### config.mk
export PLATFORM = sky130hd
export DESIGN_NAME = sram_burst_ctrl
export DESIGN_NICKNAME = d
export VERILOG_FILES = /design/src/rtl/sram_burst_ctrl.sv
export SDC_FILE = /design/constraint.sdc
export NUM_CORES = 1
export LEC_CHECK = 0
export ABC_CLOCK_PERIOD_IN_PS = 4600
export CAP_MARGIN = 10
export CORE_MARGIN = 5
export CORE_UTILIZATION = 25
export DETAILED_ROUTE_END_ITERATION = 10
export DONT_BUFFER_PORTS = 1
export HOLD_SLACK_MARGIN = 0.06
export PLACE_DENSITY = 0.39
export SYNTH_ARGS = -nofsm -noshare
export SYNTH_HDL_FRONTEND = slang
export SYNTH_SLANG_ARGS = --single-unit
### constraint.sdc
create_clock -name CLK -period 4.6 [get_ports CLK]
set_input_delay 0.69 -clock CLK [delete_from_list [all_inputs] [get_ports CLK]]
set_output_delay 0.69 -clock CLK [all_outputs]
set_load 0.02 [all_outputs]
### src/rtl/sram_burst_ctrl.sv
// Burst command to single-port SRAM pin sequencer with a 2-entry read skid FIFO.
// Optional macro SRAM_BURST_CTRL_RD_BYPASS_EN: read words skip the empty FIFO combinationally.
module sram_burst_ctrl #(
  parameter int NUM_WORD = 1024,
  parameter int ADDR_W   = 10,
  parameter int DATA_W   = 32,
  parameter int LEN_W    = 11
) (
  input  logic              CLK,
  input  logic              RST,
  input  logic              cmd_valid,
  output logic              cmd_ready,
  input  logic              cmd_we,
  input  logic [ADDR_W-1:0] cmd_addr,
  input  logic [LEN_W-1:0]  cmd_len,
  input  logic              wr_valid,
  output logic              wr_ready,
  input  logic [DATA_W-1:0] wr_data,
  output logic              rd_valid,
  input  logic              rd_ready,
  output logic [DATA_W-1:0] rd_data,
  output logic              busy,
  output logic              done,
  output logic              CEB,
  output logic              WEB,
  output logic [ADDR_W-1:0] A,
  output logic [DATA_W-1:0] D,
  input  logic [DATA_W-1:0] Q
);

  typedef enum logic [1:0] {IDLE, WRITE, READ, DRAIN} state_t;

  state_t            state_q, state_d;
  logic [ADDR_W-1:0] ptr_q, ptr_d, ptr_nxt;
  logic [LEN_W-1:0]  rem_q, rem_d;
  logic              inflight_q, inflight_d;
  logic              done_q, done_d;
  logic [DATA_W-1:0] fifo_q [2];
  logic [DATA_W-1:0] fifo_d [2];
  logic              rptr_q, rptr_d, wptr_q, wptr_d;
  logic [1:0]        cnt_q, cnt_d;
  logic              wr_fire, pop, pop_fifo, push, issue, byp, last;
  logic [2:0]        used;

  always_comb begin
    wr_fire = (state_q == WRITE) && wr_valid;
`ifdef SRAM_BURST_CTRL_RD_BYPASS_EN
    byp = (cnt_q == 2'd0) && inflight_q;
`else
    byp = 1'b0;
`endif
    rd_valid = (cnt_q != 2'd0) || byp;
    rd_data  = byp ? Q : fifo_q[rptr_q];
    pop      = rd_valid && rd_ready;
    pop_fifo = pop && (cnt_q != 2'd0);
    // Credit: words buffered plus the one in flight, net of this cycle's pop.
    used     = {1'b0, cnt_q} + {2'b0, inflight_q} - {2'b0, pop};
    issue    = (state_q == READ) && (rem_q != '0) && (used < 3'd2);
    push     = inflight_q && !(byp && rd_ready);
    ptr_nxt  = (ptr_q == ADDR_W'(NUM_WORD - 1)) ? '0 : ptr_q + ADDR_W'(1);
    last     = (rem_q == LEN_W'(1));

    CEB       = !(wr_fire || issue);
    WEB       = !wr_fire;
    A         = ptr_q;
    D         = wr_fire ? wr_data : '0;
    cmd_ready = (state_q == IDLE);
    wr_ready  = (state_q == WRITE);
    busy      = (state_q != IDLE);
    done      = done_q;
  end

  always_comb begin
    state_d    = state_q;
    ptr_d      = ptr_q;
    rem_d      = rem_q;
    done_d     = 1'b0;
    inflight_d = issue;
    fifo_d     = fifo_q;
    rptr_d     = rptr_q;
    wptr_d     = wptr_q;
    cnt_d      = cnt_q + {1'b0, push} - {1'b0, pop_fifo};
    case (state_q)
      IDLE: if (cmd_valid) begin
        ptr_d = cmd_addr;
        rem_d = cmd_len;
        if (cmd_len == '0) done_d = 1'b1;
        else state_d = cmd_we ? WRITE : READ;
      end
      WRITE: if (wr_fire) begin
        ptr_d = ptr_nxt;
        rem_d = rem_q - LEN_W'(1);
        if (last) begin
          state_d = IDLE;
          done_d  = 1'b1;
        end
      end
      READ: if (issue) begin
        ptr_d = ptr_nxt;
        rem_d = rem_q - LEN_W'(1);
        if (last) state_d = DRAIN;
      end
      DRAIN: if (!inflight_q && ((cnt_q == 2'd0) || ((cnt_q == 2'd1) && pop))) begin
        state_d = IDLE;
        done_d  = 1'b1;
      end
      default: state_d = IDLE;
    endcase
    if (push) begin
      fifo_d[wptr_q] = Q;
      wptr_d         = ~wptr_q;
    end
    if (pop_fifo) rptr_d = ~rptr_q;
  end

  always_ff @(posedge CLK) begin
    if (RST) begin
      state_q    <= IDLE;
      ptr_q      <= '0;
      rem_q      <= '0;
      inflight_q <= 1'b0;
      done_q     <= 1'b0;
      fifo_q     <= '{default: '0};
      rptr_q     <= 1'b0;
      wptr_q     <= 1'b0;
      cnt_q      <= 2'd0;
    end else begin
      state_q    <= state_d;
      ptr_q      <= ptr_d;
      rem_q      <= rem_d;
      inflight_q <= inflight_d;
      done_q     <= done_d;
      fifo_q     <= fifo_d;
      rptr_q     <= rptr_d;
      wptr_q     <= wptr_d;
      cnt_q      <= cnt_d;
    end
  end

  // Bursts longer than the array would overwrite their own start.
  always_ff @(posedge CLK) begin
    if (!RST && cmd_valid && cmd_ready) assert (cmd_len <= LEN_W'(NUM_WORD));
  end

endmodule

### After elaboration in Yosys (flattened, before gate mapping)

Cells that the tools add are included.

| storage, ports and cells | value |
|---|---|
| register bits after elaboration | 93 |
| output and inout bits | 81 |
| logic and storage cells | 90 |

| operators by class | value |
|---|---|
| add/subtract/negate cells | 6 |
| order comparisons | 4 |
| equality and inequality tests | 13 |
| muxes and demuxes | 31 |
| bitwise gates (word level) | 4 |
| reductions and logical operators | 22 |

Operators by type and width:

| cell | count |
|---|---|
| $mux W32 | 5 |
| $bwmux W64 | 1 |
| $mux W10 | 4 |
| $mux W11 | 3 |
| $pmux W11 S3 | 1 |
| $demux W32 S1 | 1 |
| $pmux W10 S3 | 1 |
| $mux W2 | 8 |
| $eq A11 B1 Y1 const B | 1 |
| $logic_not A11 Y1 | 1 |
| $reduce_bool A11 Y1 | 1 |
| $sub A11 B1 Y11 const B | 1 |
| $add A10 B1 Y10 const B | 1 |
| $eq A10 B10 Y1 const B | 1 |
| $ne A2 B2 Y1 const B | 5 |
| $logic_and A1 B1 Y1 | 8 |
| $pmux W2 S4 | 1 |
| $reduce_and A7 Y1 | 1 |
| $mux W1 | 5 |
| $eq A2 B1 Y1 const B | 2 |
| $eq A2 B2 Y1 const B | 2 |
| $ge A2 B2 Y1 const B | 2 |
| $logic_not A2 Y1 | 2 |
| $ne A2 B1 Y1 const B | 2 |
| 14 further kinds | 20 |

### Logic depth before layout (Yosys ltp)

| logic depth | value |
|---|---|
| depth in word-level cells | 7 |
| mapped depth | 13 |
| gate-level depth less buffers | 12 |

### Worst setup path before layout

No wires, ideal clock.

| timing | value |
|---|---|
| path type | register to output |
| from | register cnt_q[1] |
| to | output CEB |
| arrival | 2408 ps |
| data required time | 3910 ps |
| setup slack | 1502 ps |
| cell stages (with the launch flop) | 12 |
| buffers on the path | 0 |
| cell sequence | dfxtp_1 > or2_2 > and2_1 > ha_1 > inv_1 > ha_1 > inv_1 > fa_1 > xnor2_1 > and2_1 > nand3_1 > and2_1 |

| on the way | value |
|---|---|
| word-level cells in the longest chain between the ends | 7 |
| elaborated cells between the ends (all ways) | 8 |

RTL lines:

| element | line | RTL |
|---|---|---|
| start: declaration | 41 | `logic [1:0] cnt_q, cnt_d;` |
| start signal: assignment | 136 | `cnt_q <= cnt_d;` |
| $reduce_bool A2 Y1 | 52 | `rd_valid = (cnt_q != 2'd0) \|\| byp;` |
| via rd_valid | 19 | `output logic rd_valid,` |
| $logic_and A1 B1 Y1 | 54 | `pop = rd_valid && rd_ready;` |
| $sub A3 B1 Y3 | 57 | `used = {1'b0, cnt_q} + {2'b0, inflight_q} - {2'b0, pop};` |
| $lt A3 B2 Y1 | 58 | `issue = (state_q == READ) && (rem_q != '0) && (used < 3'd2);` |
| $logic_and A1 B1 Y1 | 58 |  |
| $logic_or A1 B1 Y1 | 63 | `CEB = !(wr_fire \|\| issue);` |
| $logic_not A1 Y1 | 63 |  |
| end: declaration | 24 | `output logic CEB,` |

The timed path passes the listed nets, and every way through them passes these cells.

### Worst setup path in the final report

Same ends and word-level chain as after synthesis.

==> qor.log <==
qor: floorplanning.die_area 0.02189 sq mm
qor: clock_tree.cts_resized 0
qor: placement.place_hpwl 10.10 mm
qor: drt.detail_route.drc_violations 0
qor: layout.area_growth 9.179%
qor: logic_synthesis.number_of_flops_mapped_to_enable_cells_by_yosys 0
qor: critical_path.timing.critical_path.slowest_stage_cell sky130_fd_sc_hd__or2_2
qor: grt.grt.overflow.total 0
qor: sta.skew 7.866 ps
qor: logic_synthesis.syn_inst 614
qor: logic_synthesis.ys_async_sr_fraction 0%
qor: sta.fmax 0.2720 GHz
qor: critical_path.crit_type flip-flop to output port
qor: grt.pin_count_of_the_biggest_net_entering_global_routing 99
qor: sta.timing.final.hold_violations 0
qor: grt.gr-max-usage-layer met2
qor: drt.ant_nets 0
qor: floorplanning.floorplan.core_area 0.01871 sq mm
qor: critical_path.worstSetupEndpointType output port
qor: grt.gr-usage-met2 23.03%
qor: clock_tree.clock_sink_count 93
qor: clock_tree.cts-hold-fix-buffers 0
qor: logic_synthesis.mappedNetlistArea 0.004757 sq mm
qor: critical_path.crit-reg2reg-capture A[4]
qor: clock_tree.tritoncts done
qor: sta.drv_slew 0
qor: critical_path.cpMostUsedCell sky130_fd_sc_hd__and2_1
qor: clock_tree.cts_max_path_buffers 2
qor: critical_path.cpPeakStageDelay 380 ps
qor: grt.antenna_found_initial 0
qor: critical_path.worst_ep_required_time 3910 ps
qor: drt.route.vias.total 4,305
qor: clock_tree.cts_made_buffers 9
qor: grt.grt_pass1_vias 4,244
qor: placement.dpl_cell_area 0.004906 sq mm
qor: power.power.density_cell_area 605.2 mW/mm^2
qor: clock_tree.cts_root_buf sky130_fd_sc_hd__clkbuf_16
qor: critical_path.crit_path_max_fanout 4
qor: layout.mostFrequentLayoutCell sky130_fd_sc_hd__nand2_1
qor: critical_path.worst_setup_path_start_kind flip-flop
qor: floorplanning.chipHeight 147.9 microns
qor: floorplanning.floorplan.io_pins 172
qor: sta.post-route-period-util 79.94%
qor: sta.period_minus_slack 3677 ps
qor: layout.layout_common_cells sky130_fd_sc_hd__nand2_1, sky130_fd_sc_hd__dfxtp_1, sky130_fd_sc_hd__a21oi_1
qor: clock_tree.clkSlewWorstSetupHoldPaths 70 ps
qor: logic_synthesis.ys_warn_count 0
qor: grt.use_met1 15.43%
qor: sta.timing.max_slew.rel_slack 36.36%
qor: power.p_leak 0.001853 uW
qor: critical_path.critPathArrivalTime 2990 ps
qor: drt.first_pass_drt_iterations 5
qor: hold_path.min_delay_worst_endpoint rem_q[6]
qor: sta.timing.final.setup_violations 0
qor: sta.timing.setup.tns 0 ps
qor: drt.wl_per_cell 18.50 microns
qor: run_status.status complete, no violations
qor: drt.drt_iter0_drc 227
qor: clock_tree.cts.htree.levels 3
qor: logic_synthesis.postSynthAreaPerCell 7.748 sq um
qor: logic_synthesis.netlist_cell_types 50
qor: hold_path.min_from RST
qor: grt.grt_first_pass_wirelength 23.00 mm
qor: logic_synthesis.synth_nets 716
qor: floorplanning.effective_utilization_at_floorplan 25.43%
qor: logic_synthesis.synth-seq-area-share 39.14%
qor: clock_tree.postCtsSetupRepairBufs 0
qor: critical_path.worstPathCellList or2_2, and2_1, ha_1, inv_1, ha_1, inv_1, fa_1, xnor2_1, and2_1, nand3_1, and2_1
qor: layout.num-nets-final 683
qor: hold_path.hp-class primary input to flip-flop
qor: floorplanning.placementRows 50
qor: critical_path.reg2reg_depth 12
qor: placement.numPortBuffers 0
qor: grt.global_route.usage.total 13.25%
qor: placement.gpl_congestion 0.7522
qor: logic_synthesis.synth_ff_type sky130_fd_sc_hd__dfxtp_1
qor: critical_path.source_of_the_worst_register_to_register_timing_path cnt_q[1]
qor: grt.grtUsageMet3 4.414%
qor: power.power.ir.vdd_worst 0.1669 mV
qor: logic_synthesis.ys_ff_latch 93
qor: drt.totalWireLength 15.17 mm
qor: floorplanning.fp.dieW 147.9 microns
qor: flow_run.max-cap-violations 0
qor: clock_tree.insertion_delay 350 ps
qor: layout.num_antenna_cells 0
qor: drt.post_drt_via_cell_ratio 5.250
qor: sta.rsz0062_at_grt false
qor: layout.final_layout_size_suffix_gt1_share 11.77%
qor: layout.finalInstanceArea 0.005194 sq mm
qor: hold_path.min_path_cells 1
qor: sta.worst_slew_pin_slew 954.5 ps
qor: critical_path.reg2reg_slack 1260 ps
-- worst max-delay path by stage --
stage               depth (start not counted)  slack, ps  endpoint  startpoint
floorplan                                  11       1500       CEB    cnt_q[1]
global placement                           11       1290       CEB    cnt_q[1]
detailed placement                         11       1250       CEB    cnt_q[1]
CTS                                        11        860       CEB    cnt_q[1]
global route                               11        740       CEB    cnt_q[1]
finish                                     11        920       CEB    cnt_q[1]
-- worst max-delay path, delay by kind of cell (launching register included) --
family | cells | cell delay [ps]
xor gates and xnor gates | 1 | 170
DFF | 1 | 360
adders and majority gates | 3 | 770
and+or+nand+nor | 5 | 1210
buffers and inverters | 2 | 110
-- final cells by class --
class                      count  area, sq um
sequential                    93         1863
fill                        1985        13510
tap                          234        292.8
multi-input combinational    452         2626
inverter                      17        63.81
clock buffer                   9        225.2
clock inverter                 7        62.56
timing repair buffer           8        60.06
-- through the flow --
step	setup slack, ps	hold slack (ps)	cells	utilization, %	power (uW)
2_1_floorplan	1502	432.9	614	-	2131
4_1_cts	862.0	391.0	820	27.77	3190
3_5_place_dp	1248	439.6	804	26.23	2424
5_1_grt	737.5	411.3	820	27.77	3364
3_3_place_gp	1290	433.2	804	26.23	2410
6_report	922.9	415.9	820	27.77	3143
-- kinds of logic after synthesis --
group	count (synthesis)	synth area share, %
AOI/OAI and AO/OA	157	19.36
xor gates and xnor gates	2	0.3683
adders and majority gates	11	3.051
buffers and inverters	69	5.839
DFF	93	39.14
muxes	34	8.048
and+or+nand+nor	248	24.20
-- cells in the mapped netlist, types with 2 or more instances --
master	count	area [sq um]
sky130_fd_sc_hd__dfxtp_1	93	1862
sky130_fd_sc_hd__xnor2_1	2	17.52
sky130_fd_sc_hd__buf_2	3	15.01
sky130_fd_sc_hd__and3_1	32	200.2
sky130_fd_sc_hd__o32ai_1	3	26.28
sky130_fd_sc_hd__nand2_1	145	544.3
sky130_fd_sc_hd__o22ai_1	2	12.51
sky130_fd_sc_hd__nor4_1	8	50.05
sky130_fd_sc_hd__nor3_1	7	35.03
sky130_fd_sc_hd__nor4b_1	3	26.28
sky130_fd_sc_hd__a21oi_1	89	445.4
sky130_fd_sc_hd__a21o_1	2	15.01
sky130_fd_sc_hd__a21boi_0	2	15.01
sky130_fd_sc_hd__or4_4	2	22.52
sky130_fd_sc_hd__nor2b_1	5	31.28
sky130_fd_sc_hd__o211ai_1	3	22.52
sky130_fd_sc_hd__a211oi_1	7	52.55
sky130_fd_sc_hd__o41ai_1	3	26.28
sky130_fd_sc_hd__or4_1	3	22.52
sky130_fd_sc_hd__ha_1	10	125.1
sky130_fd_sc_hd__and2_1	4	25.02
sky130_fd_sc_hd__o21ai_0	23	115.1
sky130_fd_sc_hd__buf_1	3	11.26
sky130_fd_sc_hd__a31o_2	2	17.52
sky130_fd_sc_hd__nand3_1	21	105.1
sky130_fd_sc_hd__nand2b_1	3	18.77
sky130_fd_sc_hd__o21ai_1	3	15.01
sky130_fd_sc_hd__nor2_1	11	41.29
sky130_fd_sc_hd__mux2_2	34	382.9
sky130_fd_sc_hd__o2111ai_1	2	17.52
sky130_fd_sc_hd__clkbuf_1	43	161.4
sky130_fd_sc_hd__o2bb2ai_1	3	26.28
sky130_fd_sc_hd__inv_1	16	60.06
sky130_fd_sc_hd__o31ai_1	6	45.04
-- where the power goes --
part           switching (uW)  internal, uW  total, uW
clock                     364           381        744
sequential                222           931       1150
combinational             799           448       1250
-- registers in the layout, indices dropped and copies added, names as in the netlist --
signal / count
A: 10
cnt_q: 2
done: 1
fifo_q: 64
inflight_q: 1
rem_q: 11
rptr_q: 1
state_q: 2
wptr_q: 1
-- per-layer routing --
metal  wire (microns)  share of wire [%]  vias up
met2             7347                 48      177
met1             6451                 43     2048
met5                0                  0        -
met3             1193                7.9       12
li1                 -                  -     2068
met4              182                1.2        0
(Power assumes the default switching activity.)
